<file path="config.mk">
export PLATFORM = sky130hd
export DESIGN_NAME = clk_div_prog
export DESIGN_NICKNAME = d
export VERILOG_FILES = /design/src/rtl/clk_div_prog.sv
export SDC_FILE = /design/constraint.sdc
export NUM_CORES = 1
export LEC_CHECK = 0
export ABC_AREA = 1
export CORE_MARGIN = 4
export CORE_UTILIZATION = 40
export DETAILED_ROUTE_END_ITERATION = 8
export GPL_ROUTABILITY_DRIVEN = 0
export REMOVE_ABC_BUFFERS = 1
export SLEW_MARGIN = 20
export SYNTH_ARGS = -nofsm -noshare
export SYNTH_HDL_FRONTEND = slang
export SYNTH_SLANG_ARGS = --single-unit
export TNS_END_PERCENT = 50
</file>
<file path="constraint.sdc">
create_clock -name clk_i -period 8.8 [get_ports clk_i]
set_clock_uncertainty 0.05 [all_clocks]
set_input_delay 1.76 -clock clk_i [delete_from_list [all_inputs] [get_ports clk_i]]
set_output_delay 1.76 -clock clk_i [all_outputs]
set_load 0.005 [all_outputs]
</file>
<file path="src/rtl/clk_div_prog.sv">
// Multi-channel programmable clock divider with per-channel pending config
// that is applied only at a period boundary, plus a global phase-align sync.
module clk_div_prog #(
  parameter int NUM_CH      = 4,
  parameter int DIV_W       = 16,
  parameter int DEFAULT_DIV = 2,
  localparam int CH_W       = (NUM_CH > 1) ? $clog2(NUM_CH) : 1
) (
  input  logic              clk_i,
  input  logic              rst,
  input  logic              cfg_valid_i,
  output logic              cfg_ready_o,
  input  logic [CH_W-1:0]   cfg_ch_i,
  input  logic [DIV_W-1:0]  cfg_div_i,
  input  logic [DIV_W-1:0]  cfg_high_i,
  input  logic              sync_i,
  output logic [NUM_CH-1:0] clk_o,
  output logic [NUM_CH-1:0] tick_o
);

  localparam int              PEXT     = 1 << CH_W;
  localparam logic [DIV_W-1:0] ZERO     = '0;
  localparam logic [DIV_W-1:0] ONE      = DIV_W'(1);
  localparam logic [DIV_W-1:0] DEF_DIV  = DIV_W'(DEFAULT_DIV);
  localparam logic [DIV_W-1:0] DEF_HIGH = DIV_W'(DEFAULT_DIV / 2);
  localparam logic [DIV_W-1:0] DEF_CNT  = DIV_W'(DEFAULT_DIV - 1);

  logic [DIV_W-1:0]  r_div   [NUM_CH];
  logic [DIV_W-1:0]  r_high  [NUM_CH];
  logic [DIV_W-1:0]  r_pdiv  [NUM_CH];
  logic [DIV_W-1:0]  r_phigh [NUM_CH];
  logic [DIV_W-1:0]  r_cnt   [NUM_CH];
  logic [NUM_CH-1:0] r_pend;
  logic [NUM_CH-1:0] r_clk;
  logic [NUM_CH-1:0] r_tick;

  logic [DIV_W-1:0]  w_div_nx   [NUM_CH];
  logic [DIV_W-1:0]  w_high_nx  [NUM_CH];
  logic [DIV_W-1:0]  w_pdiv_nx  [NUM_CH];
  logic [DIV_W-1:0]  w_phigh_nx [NUM_CH];
  logic [DIV_W-1:0]  w_cnt_nx   [NUM_CH];
  logic [NUM_CH-1:0] w_pend_nx;
  logic [NUM_CH-1:0] w_clk_nx;
  logic [NUM_CH-1:0] w_tick_nx;
  logic [NUM_CH-1:0] w_acc;
  logic [NUM_CH-1:0] w_wrap;
  logic [NUM_CH-1:0] w_apply;
  logic [PEXT-1:0]   w_pend_ext;

  // Zero-padded pending vector so out-of-range channel indices read as ready
  always_comb begin
    w_pend_ext = '0;
    w_pend_ext[NUM_CH-1:0] = r_pend;
  end

  assign cfg_ready_o = ~w_pend_ext[cfg_ch_i];

  // Next-state per channel: apply pending at wrap, on sync, or immediately when disabled
  always_comb begin
    for (int c = 0; c < NUM_CH; c++) begin
      w_acc[c]   = cfg_valid_i & cfg_ready_o & (cfg_ch_i == CH_W'(c));
      w_wrap[c]  = (r_div[c] != ZERO) && (r_cnt[c] == r_div[c] - ONE);
      w_apply[c] = sync_i | w_wrap[c] | ((r_div[c] == ZERO) & r_pend[c]);

      if (w_apply[c] && r_pend[c]) begin
        w_div_nx[c]  = r_pdiv[c];
        w_high_nx[c] = r_phigh[c];
      end else begin
        w_div_nx[c]  = r_div[c];
        w_high_nx[c] = r_high[c];
      end

      if (w_apply[c]) begin
        w_cnt_nx[c] = ZERO;
      end else if (r_div[c] == ZERO) begin
        w_cnt_nx[c] = ZERO;
      end else begin
        w_cnt_nx[c] = r_cnt[c] + ONE;
      end

      // A transfer only happens while nothing is pending, so a new request survives the apply
      w_pend_nx[c] = w_apply[c] ? w_acc[c] : (r_pend[c] | w_acc[c]);

      if (w_acc[c]) begin
        w_pdiv_nx[c]  = cfg_div_i;
        w_phigh_nx[c] = cfg_high_i;
      end else begin
        w_pdiv_nx[c]  = r_pdiv[c];
        w_phigh_nx[c] = r_phigh[c];
      end

      w_clk_nx[c]  = (w_div_nx[c] != ZERO) && (w_cnt_nx[c] < w_high_nx[c]);
      w_tick_nx[c] = (w_div_nx[c] != ZERO) && (w_cnt_nx[c] == ZERO);
    end
  end

  // State registers with synchronous reset to the default divisor
  always_ff @(posedge clk_i) begin
    if (rst) begin
      for (int c = 0; c < NUM_CH; c++) begin
        r_div[c]   <= DEF_DIV;
        r_high[c]  <= DEF_HIGH;
        r_pdiv[c]  <= ZERO;
        r_phigh[c] <= ZERO;
        r_cnt[c]   <= DEF_CNT;
      end
      r_pend <= '0;
      r_clk  <= '0;
      r_tick <= '0;
    end else begin
      for (int c = 0; c < NUM_CH; c++) begin
        r_div[c]   <= w_div_nx[c];
        r_high[c]  <= w_high_nx[c];
        r_pdiv[c]  <= w_pdiv_nx[c];
        r_phigh[c] <= w_phigh_nx[c];
        r_cnt[c]   <= w_cnt_nx[c];
      end
      r_pend <= w_pend_nx;
      r_clk  <= w_clk_nx;
      r_tick <= w_tick_nx;
    end
  end

  assign clk_o  = r_clk;
  assign tick_o = r_tick;

endmodule
</file>
* After elaboration in Yosys (flattened, before gate mapping)
Memories as Yosys holds them, arrays and structs flattened.
Index checks and enable logic that the tools add are counted.
** Operators by class
- Muxes and demuxes :: 53
- Order comparisons :: 5
- Equal/unequal tests :: 7
- Bitwise operators :: 42
- Add/subtract/negate cells :: 8
- Reduce and logical (&&, ||, !) cells :: 33
** Operator list (count)
- 16-bit 2-to-1 mux :: 44
- 16-bit logical NOT :: 8
- 16-bit nonzero test :: 8
- 16-bit by 1-bit adder with 16-bit output (second input constant) :: 4
- 16-bit == test :: 4
- 16-bit less-than comparator :: 4
- 16-bit by 1-bit subtractor with 16-bit output (second input constant) :: 4
- 1-bit OR :: 32
- 1-bit logical AND :: 16
- 1-bit AND :: 9
- 1-bit 2-to-1 mux :: 8
- 2-bit == test (second input constant) :: 2
- 2-bit by 3-bit less-than comparator with 1-bit output (second input constant) :: 1
- 1-bit binary-select mux with 2-bit select :: 1
- 2-bit by 1-bit == test with 1-bit output (second input constant) :: 1
- 2-bit logical NOT :: 1
- 1-bit NOT :: 1
** Storage, ports and cells
- Output and inout port bits :: 9
- Memories :: 5
- Register bits :: 12
- Logic and storage cells :: 156
- RAM bits :: 320
- Input port bits :: 38
** Memory list
- r_cnt :: depth 4, bits a word 16, rd ports 4, clocked after Yosys merged registers in 0, write ports 4, line 32 : logic [DIV_W-1:0] r_cnt [NUM_CH];
- r_div :: depth 4, bits a word 16, rd ports 4, clocked after Yosys merged registers in 0, write ports 4, line 28 : logic [DIV_W-1:0] r_div [NUM_CH];
- r_high :: depth 4, bits a word 16, rd ports 4, clocked after Yosys merged registers in 0, write ports 4, line 29 : logic [DIV_W-1:0] r_high [NUM_CH];
- r_pdiv :: depth 4, bits a word 16, rd ports 4, clocked after Yosys merged registers in 0, write ports 4, line 30 : logic [DIV_W-1:0] r_pdiv [NUM_CH];
- r_phigh :: depth 4, bits a word 16, rd ports 4, clocked after Yosys merged registers in 0, write ports 4, line 31 : logic [DIV_W-1:0] r_phigh [NUM_CH];

* Longest topological paths before layout
- Depth after elaboration :: 9
- Depth in mapped cells :: 27
- Depth with buffers taken out :: 25

* Least setup slack after synthesis
Ideal clock, no wire load.
- Kind :: input port to flip-flop
- Start :: input port sync_i
- End :: register r_clk[2], in the netlist clk_o[2]
- Data arrival time :: 3.885 ns
- Setup time :: 0.066 ns
- Slack :: 4.799 ns
- Buffers on the path :: 2
- Cell stages on the path :: 16
- Required time :: 8.684 ns
- Path through :: inv_1 nand2_1 o21bai_4 nand2_4 buf_6 inv_1 buf_2 o21ai_0 ha_1 a21oi_1 nor2_1 a211oi_1 o22ai_1 a2111oi_0 nand2_1 a21oi_2
** Between the ends
- Longest elaborated chain between the ends :: 6
- Elaborated cells on any way between the ends :: 9
- Those cells by class :: order compare (1); mux (3); bitwise (2); reduce/logical (3)
** Ends and longest elaborated chain
- start: declaration :: line 16 : input logic sync_i,
- 1-bit OR (*) (2 in a row) :: line 63 : w_apply[c] = sync_i | w_wrap[c] | ((r_div[c] == ZERO) & r_pend[c]);
- 1-bit logical AND :: line 65 : if (w_apply[c] && r_pend[c]) begin
- 16-bit 2-to-1 mux :: line 65
- 16-bit less-than comparator or 16-bit nonzero test (tied branches) :: line 92 : w_clk_nx[c] = (w_div_nx[c] != ZERO) && (w_cnt_nx[c] < w_high_nx[c]);
- 1-bit logical AND (*) :: line 92
- end signal: assignment :: line 119 : r_clk <= w_clk_nx;
- end: declaration :: line 34 : logic [NUM_CH-1:0] r_clk;
Mark *: on every way between the ends. The rest lies on a longest branch, timed or not.
A chain may end at the register's enable or synchronous reset.

* Worst setup path in the final report
- Start :: input port cfg_ch_i[0]
- End :: output port cfg_ready_o
** Between the ends
- Longest elaborated chain between the ends :: 3
** Ends and longest elaborated chain
- start: declaration :: line 13 : input logic [CH_W-1:0] cfg_ch_i,
- 1-bit binary-select mux with 2-bit select :: line 56 : assign cfg_ready_o = ~w_pend_ext[cfg_ch_i];
- 1-bit 2-to-1 mux (not written as such) :: line 56
- 1-bit NOT :: line 56
- end: declaration :: line 12 : output logic cfg_ready_o,
Every way passes these cells. The select of a mux whose other input is x is not followed.

==> impl_table.tex <==
\begin{tabular}{lr}
\hline
Metric & Value \\
\hline
\multicolumn{2}{l}{\textbf{Floorplan}} \\
Die boundary width & 216 um \\
Effective utilization at floorplan & 40.8\% \\
Boundary pin count & 47 \\
Die Ht & 216 um \\
Cell row count & 75 \\
Area of the core & around 42000 um\^{}2 \\
Die area & 46400 um\^{}2 \\
\multicolumn{2}{l}{\textbf{Detailed routing}} \\
Post-detailed-route count of antenna-violating nets & 0 \\
Number of DRC violations after detailed-routing iteration 0 & 1170 \\
Wirelength, routed & 45900 um \\
DRC violation count after routing & 0 \\
Drt first pass iters & 5 \\
Number of vias per cell after detailed routing & 4.96 \\
Vias & 15247 \\
Average wire per cell in the routed design & $\sim$15 um \\
\multicolumn{2}{l}{\textbf{Global route}} \\
Number of global-route vias before repair & 14205 \\
First-pass GRT wire length & 73600 um \\
Pin count of the biggest net entering global routing & between 100 and 150 \\
Total congestion overflow & 0 \\
GRT Total Usage & 19.4\% \\
Initial antenna violation count & 6 \\
\multicolumn{2}{l}{\textbf{Power and ir drop}} \\
Power per cell area & 177 nW/um\^{}2 \\
IR drop worst, VDD & about 0.15 mV \\
Net switching power & 0.874 mW \\
Part of the power in registers & a little under half \\
LEAKAGE & 8.50 nW \\
Total Power Consumption & 3.38 mW \\
Clock group share of total power & between 40\% and 50\% \\
Internal Power & 2.50 mW \\
Net switching fraction of the power & approximately 26\% \\
Part of the power in combinational logic & 10.8\% \\
\multicolumn{2}{l}{\textbf{Timing}} \\
Actual slew at the worst max-slew pin & 903 ps \\
Max Transition Viols Final & 0 \\
Finish-stage setup viols & 0 \\
Worst hold margin & 397 ps \\
Crit path setup slack, layout & about 3600 ps \\
Fin. Hold Viols & 0 \\
Maximum clock frequency & 193 MHz \\
Worst slew margin relative to its limit & 39.8\% \\
Post-route minimum period & 5170 ps \\
Final cycle utilization of the critical path & 58.8\% \\
Setup repair after global routing missed its margin & no \\
Total negative slack for setup checks & 0 ps \\
\multicolumn{2}{l}{\textbf{Critical path}} \\
Maximum net fanout on the critical path & 6 \\
Critical path data required time & 6990 ps \\
CP delay by family, top & buffers and inverters \\
Length in cells of the worst reg-to-reg path & 21 \\
Type of element capturing the critical path & primary output \\
Worst endpoint data arrival time & between 3000 and 4000 ps \\
Total stage count of the critical path & 6 \\
Slowest stage cell, crit path & clkdlybuf4s50\_1 \\
Chain of cells forming the critical path & clkdlybuf4s50\_1 > inv\_1 > nor2\_1 > o21ai\_0 > o21ai\_1 > clkdlybuf4s50\_1 \\
Worst path buffer plus inverter count & 3 \\
Critical path class & input port to primary output \\
Crit path launch type & input port \\
Highest cell delay on the worst timing path & 570 ps \\
R2r startpoint & r\_div[2][0]\$\_SDFF\_PP0\_ \\
Flop2flop setup slack & roughly 4500 ps \\
Capture point of the worst reg-to-reg path & clk\_o[2]\$\_SDFF\_PP0\_ \\
Top cell by count, worst path & clkdlybuf4s50\_1 \\
\multicolumn{2}{l}{\textbf{Clock tree}} \\
Number of buffers inserted by hold repair at cts & 0 \\
Clock buffers created by TritonCTS & 36 \\
\# Post-CTS Setup Buffers & 0 \\
Htree depth & 2 \\
Number of sinks on the clock net & 332 \\
Maximum clock insertion buffer count & 3 \\
Register clock-pin slew on the reported worst setup and hold paths & 60 ps \\
Cell chosen for the clock root & clkbuf\_16 \\
TritonCTS clock tree & yes \\
Worst-skew pair later-pin latency & 520 ps \\
Count of cells resized by post-cts repair & 0 \\
\multicolumn{2}{l}{\textbf{Synthesis}} \\
Biggest area consumer among synthesized cells & dfxtp\_1 \\
Part of the Yosys area used for sequential elements & between 30\% and 40\% \\
Cell variety after synth & 43 \\
Ys async rst share & 0\% \\
Top-area cell type share of the netlist area & 38.6\% \\
Post-Syn Area & 17200 um\^{}2 \\
Yosys warnings & 0 \\
Post-synthesis average cell area & $\sim$6.9 um\^{}2 \\
Number of enable flip-flop cells after synthesis & 0 \\
Predominant post-synthesis flop cell & dfxtp\_1 \\
Area contributors post-synth & dfxtp\_1 39\%, nor2\_1 9.3\%, nand2\_1 8.7\% \\
Number of instances in the synthesized netlist & 2506 \\
Count of state elements after synthesis & $\sim$330 \\
\multicolumn{2}{l}{\textbf{Worst hold path}} \\
Min-Delay Path Class & register to register \\
Launch instance of the worst min-delay path & r\_pdiv[3][11]\$\_SDFFE\_PP0P\_ \\
Hold path endpoint & r\_pdiv[3][11]\$\_SDFFE\_PP0P\_ \\
Instance count along the most critical hold path & 2 \\
\multicolumn{2}{l}{\textbf{Finish}} \\
Fin nets & 2616 \\
Fraction of final layout cells with drive strength greater than 1 & 5.06\% \\
Syn-to-layout area delta & 10.8\% \\
Total non-filler cell area in the finished layout & about 19000 um\^{}2 \\
\multicolumn{2}{l}{\textbf{Placed design}} \\
Quantity of I/O buffers inserted on ports & 46 \\
Area after detailed placement & 18000 um\^{}2 \\
Pre-CTS worst setup slack & 3310 ps \\
Detailed placer's ending HPWL & 32600 um \\
\multicolumn{2}{l}{\textbf{Status}} \\
Result of the run & finished clean \\
\multicolumn{2}{l}{\textbf{Run}} \\
Reported max-cap violation count & 0 \\
\hline
\end{tabular}
cells in the mapped netlist (12+ instances only):
cell type,instances
xor2_1,66
xnor2_1,29
nand4_1,32
nor3_1,32
a21oi_1,212
dfxtp_1,332
inv_1,370
or2_2,15
nor2_1,429
o21ai_1,40
o21ai_0,188
ha_1,72
clkbuf_1,66
nand2_1,401
nand3_1,99
nor2_2,12
buf_2,12
registers in the layout (all words and copies together), names as in the netlist:
signal / cells
clk_o: 4
r_div: 64
r_cnt: 64
tick_o: 4
r_pdiv: 64
r_phigh: 64
r_pend: 4
r_high: 64
tightest hold or removal path, cell delays in order, from the launching register on:
cell,delay (ps)
dfxtp_1,310
inv_1,50
a21oi_1,50
how the worst max path moves through the flow:
| stage | endpoint | startpoint | slack [ps] |
|---|---|---|---|
| floorplan | clk_o[2]$_SDFF_PP0_ | sync_i | 4560 |
| global placement | clk_o[2]$_SDFF_PP0_ | sync_i | 3340 |
| detailed placement | clk_o[2]$_SDFF_PP0_ | sync_i | 3310 |
| CTS | cfg_ready_o | cfg_ch_i[0] | 3640 |
| global route | clk_o[2]$_SDFF_PP0_ | sync_i | 3450 |
| finish | cfg_ready_o | cfg_ch_i[0] | 3630 |
cells by family (layout without fill, tap and decap cells):
family          count (synthesis)  after routing  share of synthesized area, %
fa+ha+maj                      72             72                          5.23
xor+xnor                       96             96                          4.96
compound gates                464            464                          13.9
other cells                     0              5                             0
simple gates                 1070           1070                          26.4
buf+inv                       472            497                          10.9
flops                         332            332                          38.6
area by class of cell:
cell class              count  area, um^2
diodes                      5        12.5
clock buffers              54        1020
clock inverters             9        76.3
fillers                  4416       23200
inverters                 381        1430
multi-input cells        1702        8700
flip-flops and latches    332        6650
well taps                 539         674
repair buffers             53         514
power groups by stage:
stage | clock [mW] | sequential (mW) | combinational, mW
after global routing | 1.54 | 1.57 | 0.415
after CTS | 1.48 | 1.57 | 0.369
final | 1.44 | 1.57 | 0.365
after global placement | 0 | 1.60 | 0.363
after floorplan | 0 | 1.60 | 0.228
after detailed placement | 0 | 1.60 | 0.367
cell usage in the layout, fill, tap and decap left out, types with 29 or more instances in the layout:
| cell | instances |
|---|---|
| nor3_1 | 32 |
| clkbuf_16 | 37 |
| xnor2_1 | 29 |
| nor2_1 | 429 |
| o21ai_1 | 40 |
| nand2_1 | 401 |
| o21ai_0 | 188 |
| dfxtp_1 | 332 |
| a21oi_1 | 212 |
| nand3_1 | 99 |
| nand4_1 | 32 |
| ha_1 | 72 |
| inv_1 | 369 |
| clkdlybuf4s50_1 | 45 |
| xor2_1 | 66 |
layer usage:
metal,vias up,GRT usage (%),share of wire (%)
met3,78,3.25,6.0
li1,7929,-,-
met2,305,31.1,44
met5,-,0,0.015
met1,6933,26.7,47
met4,2,6.42,2.9
stage by stage:
step	utilization, %	std cells
final	45.2	3075
after global routing	45.1	3070
after CTS	45.1	3070
after detailed placement	42.6	3007
after global placement	42.6	3007
after floorplan	-	2415
(Power assumes the default switching activity.)
==> RTL edit 1, RTL diff (same settings) <==
Change the parameter `NUM_CH` from 4 to 2.
--- a/src/rtl/clk_div_prog.sv
+++ b/src/rtl/clk_div_prog.sv
@@ -2,5 +2,5 @@
 // that is applied only at a period boundary, plus a global phase-align sync.
 module clk_div_prog #(
-  parameter int NUM_CH      = 4,
+  parameter int NUM_CH      = 2,
   parameter int DIV_W       = 16,
   parameter int DEFAULT_DIV = 2,
Ports: changed (resized cfg_ch_i, clk_o and tick_o); port bits go from 47 to 42. No check against the original RTL was run, so the function may have changed too.
==> RTL edit 1 against the original RTL <==
- sequential cell count is 166 lower
- routed wire length is 54% lower
- clock power is 50% lower
- area after synthesis is 50% lower
- cell area is 49% lower
- cell count is 50% lower
- count of clock-buffer cells in the layout is 35 lower
- setup slack better by 340 ps
- sequential power is 48% lower
- total power is 47% lower
- combinational power is 28% lower
- first-iteration DRC count is 64% lower
- critical path depth is 3 lower
==> RTL edit 1: results (changes against the original RTL) <==
Pleak 0.00454 uW (-47%); GRT met2 Usage 0.288 (-0.0223); clock tree buffer depth 2 (-1); vias in the first global route 6,997 (-51%); via count 7,467 (-51%); GR Layer Usage met1 0.249 (-0.0182); status finished, final reports clean; Total Routing Usage GR 0.179 (-0.0148); critical path peak fanout 4 (-2); DRT iter0 DRCs 422 (-64%); CP arrival 3030 ps (-330 ps); wire per inst 13.6 um (-9.0%); clock latency at the later pin of the worst-skew pair 420 ps (-100 ps); met3 usage 0.0350 (+0.00249); initial antenna violation count 0 (-6); first-pass GRT wire length 35,200 um (-52%); synth top area cells dfxtp_1 39%, nor2_1 11%, nand2_1 9.9%, inv_1 6.2%, ha_1 5.3%; max_slew headroom 0.411 (+0.0127); post-synthesis sequential area ratio 0.388 (+0.00223); mux cell area share after synthesis 0.0175 (+0.0175); Final #Nets 1,327 (-49%); DP Area 9120 um2 (-49%); n_diodes 0 (-5); compound-cell area share of the yosys netlist 0.114 (-0.0255); routed wl met3 648 um (-77%); largest net degree at the start of global routing 66 (-36%); DP Wirelength 15,700 um (-52%); buffers added on ports 41 (-11%)
-- RTL edit 1: cell count changes after synthesis, sizes merged, moves of 40 or more --
cell,unedited run,this run
a21oi,213,72
dfxtp,332,166
inv,380,142
nand2,416,232
nand3,104,60
nor2,449,262
o21ai,228,97
xor2,66,26
-- RTL edit 1: worst paths after layout --
kind	start	endpoint	slack (ps)	cells after the start
worst min-delay path	r_pdiv[0][16]	r_pdiv[0][16]	390	2
worst max register to register	r_div[0][0]	clk_o[0]	4430	21
worst max-delay path	cfg_ch_i	cfg_ready_o	3960	3
worst min register to register	r_pdiv[0][16]	r_pdiv[0][16]	390	2
-- RTL edit 1: power by group through the flow --
| stage | Combinational, uW | Sequential (uW) | Clock [uW] |
|---|---|---|---|
| after floorplan | 176 | 820 | 0 |
| after global placement | 261 | 828 | 0 |
| after detailed placement | 263 | 828 | 0 |
| after CTS | 264 | 811 | 727 |
| after global routing | 303 | 815 | 760 |
| final | 263 | 811 | 713 |
-- RTL edit 1: layout make-up --
class	instances	area share
multi-input combinational	881	0.463
clock inverter	13	0.0129
tap	275	0.0355
timing repair buffer	45	0.0450
inverter	143	0.0554
sequential	166	0.343
clock buffer	19	0.0447
-- RTL edit 1: through the flow --
stage | utilization | std cells | power, uW | setup WS, ps
after floorplan | - | 1190 | 996 | 4540
after global placement | 0.434 | 1510 | 1090 | 3800
after detailed placement | 0.434 | 1510 | 1090 | 3680
after CTS | 0.461 | 1542 | 1800 | 3960
after global routing | 0.461 | 1542 | 1880 | 3750
final | 0.461 | 1542 | 1790 | 3960
-- RTL edit 1: worst max-delay path: cells and delay by family --
| kind | cells | cell delay [ps] |
|---|---|---|
| buf+inv | 2 | 1020 |
| compound gates | 1 | 240 |
==> RTL edit 2, RTL diff (same flow settings) <==
Made on the original files. Register the input `cfg_ch_i` before use, cleared by the reset. The logic sees it one clock later. The other inputs are not delayed to match.
--- a/src/rtl/clk_div_prog.sv
+++ b/src/rtl/clk_div_prog.sv
@@ -25,4 +25,14 @@
   localparam logic [DIV_W-1:0] DEF_HIGH = DIV_W'(DEFAULT_DIV / 2);
   localparam logic [DIV_W-1:0] DEF_CNT  = DIV_W'(DEFAULT_DIV - 1);
+
+  logic [CH_W-1:0] cfg_ch_q;
+
+  always_ff @(posedge clk_i) begin
+    if (rst) begin
+      cfg_ch_q <= '0;
+    end else begin
+      cfg_ch_q <= cfg_ch_i;
+    end
+  end
 
   logic [DIV_W-1:0]  r_div   [NUM_CH];
@@ -54,10 +64,10 @@
   end
 
-  assign cfg_ready_o = ~w_pend_ext[cfg_ch_i];
+  assign cfg_ready_o = ~w_pend_ext[cfg_ch_q];
 
   // Next-state per channel: apply pending at wrap, on sync, or immediately when disabled
   always_comb begin
     for (int c = 0; c < NUM_CH; c++) begin
-      w_acc[c]   = cfg_valid_i & cfg_ready_o & (cfg_ch_i == CH_W'(c));
+      w_acc[c]   = cfg_valid_i & cfg_ready_o & (cfg_ch_q == CH_W'(c));
       w_wrap[c]  = (r_div[c] != ZERO) && (r_cnt[c] == r_div[c] - ONE);
       w_apply[c] = sync_i | w_wrap[c] | ((r_div[c] == ZERO) & r_pend[c]);
Check against the original RTL: not equivalent (Yosys sat finds a counterexample within 4 cycles, from zero or initial values and one cycle with rst high).
==> RTL edit 2 against the original RTL <==
- core utilization increased by 0.38 points
- sequential cell count increased by 2
- area after synthesis decreased by 1.4%
- synthesized cell count decreased by 1.8%
- total power increased by 6.8%
- setup slack got worse by 26 ps
- routed wire length decreased by 0.83%
- cell area increased by 0.16%
==> RTL edit 2: results (changes against the original RTL) <==
via count 15,082 (-1.1%); initial antenna violation count 2 (-4); Commonest cells post-synth 415 x nor2_1, 397 x nand2_1, 347 x inv_1; Min Hold Slack 390 ps (-7.06 ps); post-synthesis sequential area ratio 0.394 (+0.00787); min-delay worst type reg -> reg; DP Wirelength 33,100 um (+1.5%); warnings from Yosys 0 (unchanged); Netlist cell types 44 (+2.3%); Num CTS Buffers 38 (+5.6%); drt pass-1 iters 5 (unchanged); vias in the first global route 14,158 (-0.33%); H-Tree Depth 2 (unchanged); Post-Place Cells 2,962 (-1.5%); # hold bufs at CTS 0 (unchanged); Post-synth ARST share 0 (unchanged); reg2reg setup slack 4390 ps (-120 ps); largest net degree at the start of global routing 106 (+2.9%); CP arrival 5630 ps (+2270 ps); wire per inst 15.0 um (+0.61%); Total Routing Usage GR 0.194 (+0.000403); Pleak 0.00832 uW (-2.0%); clock tree buffer depth 3 (unchanged); DRT iter0 DRCs 948 (-19%); DP Area 17,800 um2 (-1.0%); buffers added on ports 46 (unchanged); critical path peak fanout 36 (+30); fraction of layout cells with a size suffix above 1 0.0457 (-0.00483); n_diodes 0 (-5); first-pass GRT wire length 73,300 um (-0.37%); final WL 45,500 um (-0.83%); clock slew at reported path FFs 60 ps (about the same); VDD IR max 119 uV (-22%); Post-CTS Resized 0 (unchanged); synth top area cells dfxtp_1 39%, nor2_1 9.2%, nand2_1 8.8%, inv_1 7.7%, o21ai_0 6.5%; Synth Instances 2,462 (-1.8%); status finished, final reports clean; Final #Nets 2,574 (-1.6%); Worst-Margin Slew 998 ps (+95.1 ps); leading register cell type out of synthesis dfxtp_1; clock latency at the later pin of the worst-skew pair 540 ps (+20 ps)
RTL edit 2: cells by family after synthesis:
logic type                 count (synthesis)  share of synthesized area
AOI/OAI and AO/OA                        471                      0.143
buffers and inverters                    443                      0.100
adders and majority gates                 72                     0.0531
DFF                                      334                      0.394
and+or+nand+nor                         1048                      0.261
xor gates and xnor gates                  94                     0.0485
RTL edit 2: where the power goes:
group	total, uW	switching [uW]	internal [uW]
Clock	1640	640	1000
Combinational	377	251	126
Sequential	1590	26.0	1560
Total	3610	916	2690
RTL edit 2: cell type report:
| class | instances | area (um2) |
|---|---|---|
| well taps | 539 | 674 |
| repair buffers | 54 | 526 |
| clock buffers | 59 | 1210 |
| inverters | 351 | 1320 |
| multi-input cells | 1685 | 8590 |
| flip-flops and latches | 334 | 6690 |
| clock inverters | 9 | 98.8 |
| fillers | 4284 | 22800 |
RTL edit 2: worst max-delay path: stages:
cell and delay, ps:
clkdlybuf4s50_1 520, inv_1 340, nand2_1 100, o21bai_4 280, nand2_4 270, clkinv_1 690
o21ai_0 530, ha_1 310, a21oi_1 140, nor2_1 60, a211oi_1 170, o21ai_0 120
a31oi_1 150, nand2_1 90, a21oi_2 90
RTL edit 2: worst paths after layout:
check | cells after the start | endpoint | start
hold / removal | 2 | r_pdiv[1][11] | r_pdiv[1][11]
setup reg to reg | 22 | clk_o[3] | r_div[3][0]
hold reg to reg | 2 | r_pdiv[1][11] | r_pdiv[1][11]
setup / recovery | 15 | clk_o[3] | sync_i
RTL edit 2: through the flow:
stage / setup WS, ps / power [uW]
floorplan: 4450 / 1850
global placement: 3190 / 1990
detailed placement: 3060 / 2000
CTS: 3620 / 3650
global route: 3250 / 3750
finish: 3600 / 3610
RTL edit 2: layer usage:
| metal | global-route usage | wire length (um) | share of wire | up-vias |
|---|---|---|---|---|
| met5 | 0 | 0 | 0 | - |
| met4 | 0.0596 | 1200 | 0.026 | 0 |
| met3 | 0.0247 | 1920 | 0.042 | 68 |
| met2 | 0.323 | 20600 | 0.45 | 255 |
| met1 | 0.265 | 21800 | 0.48 | 6915 |
| li1 | - | - | - | 7844 |
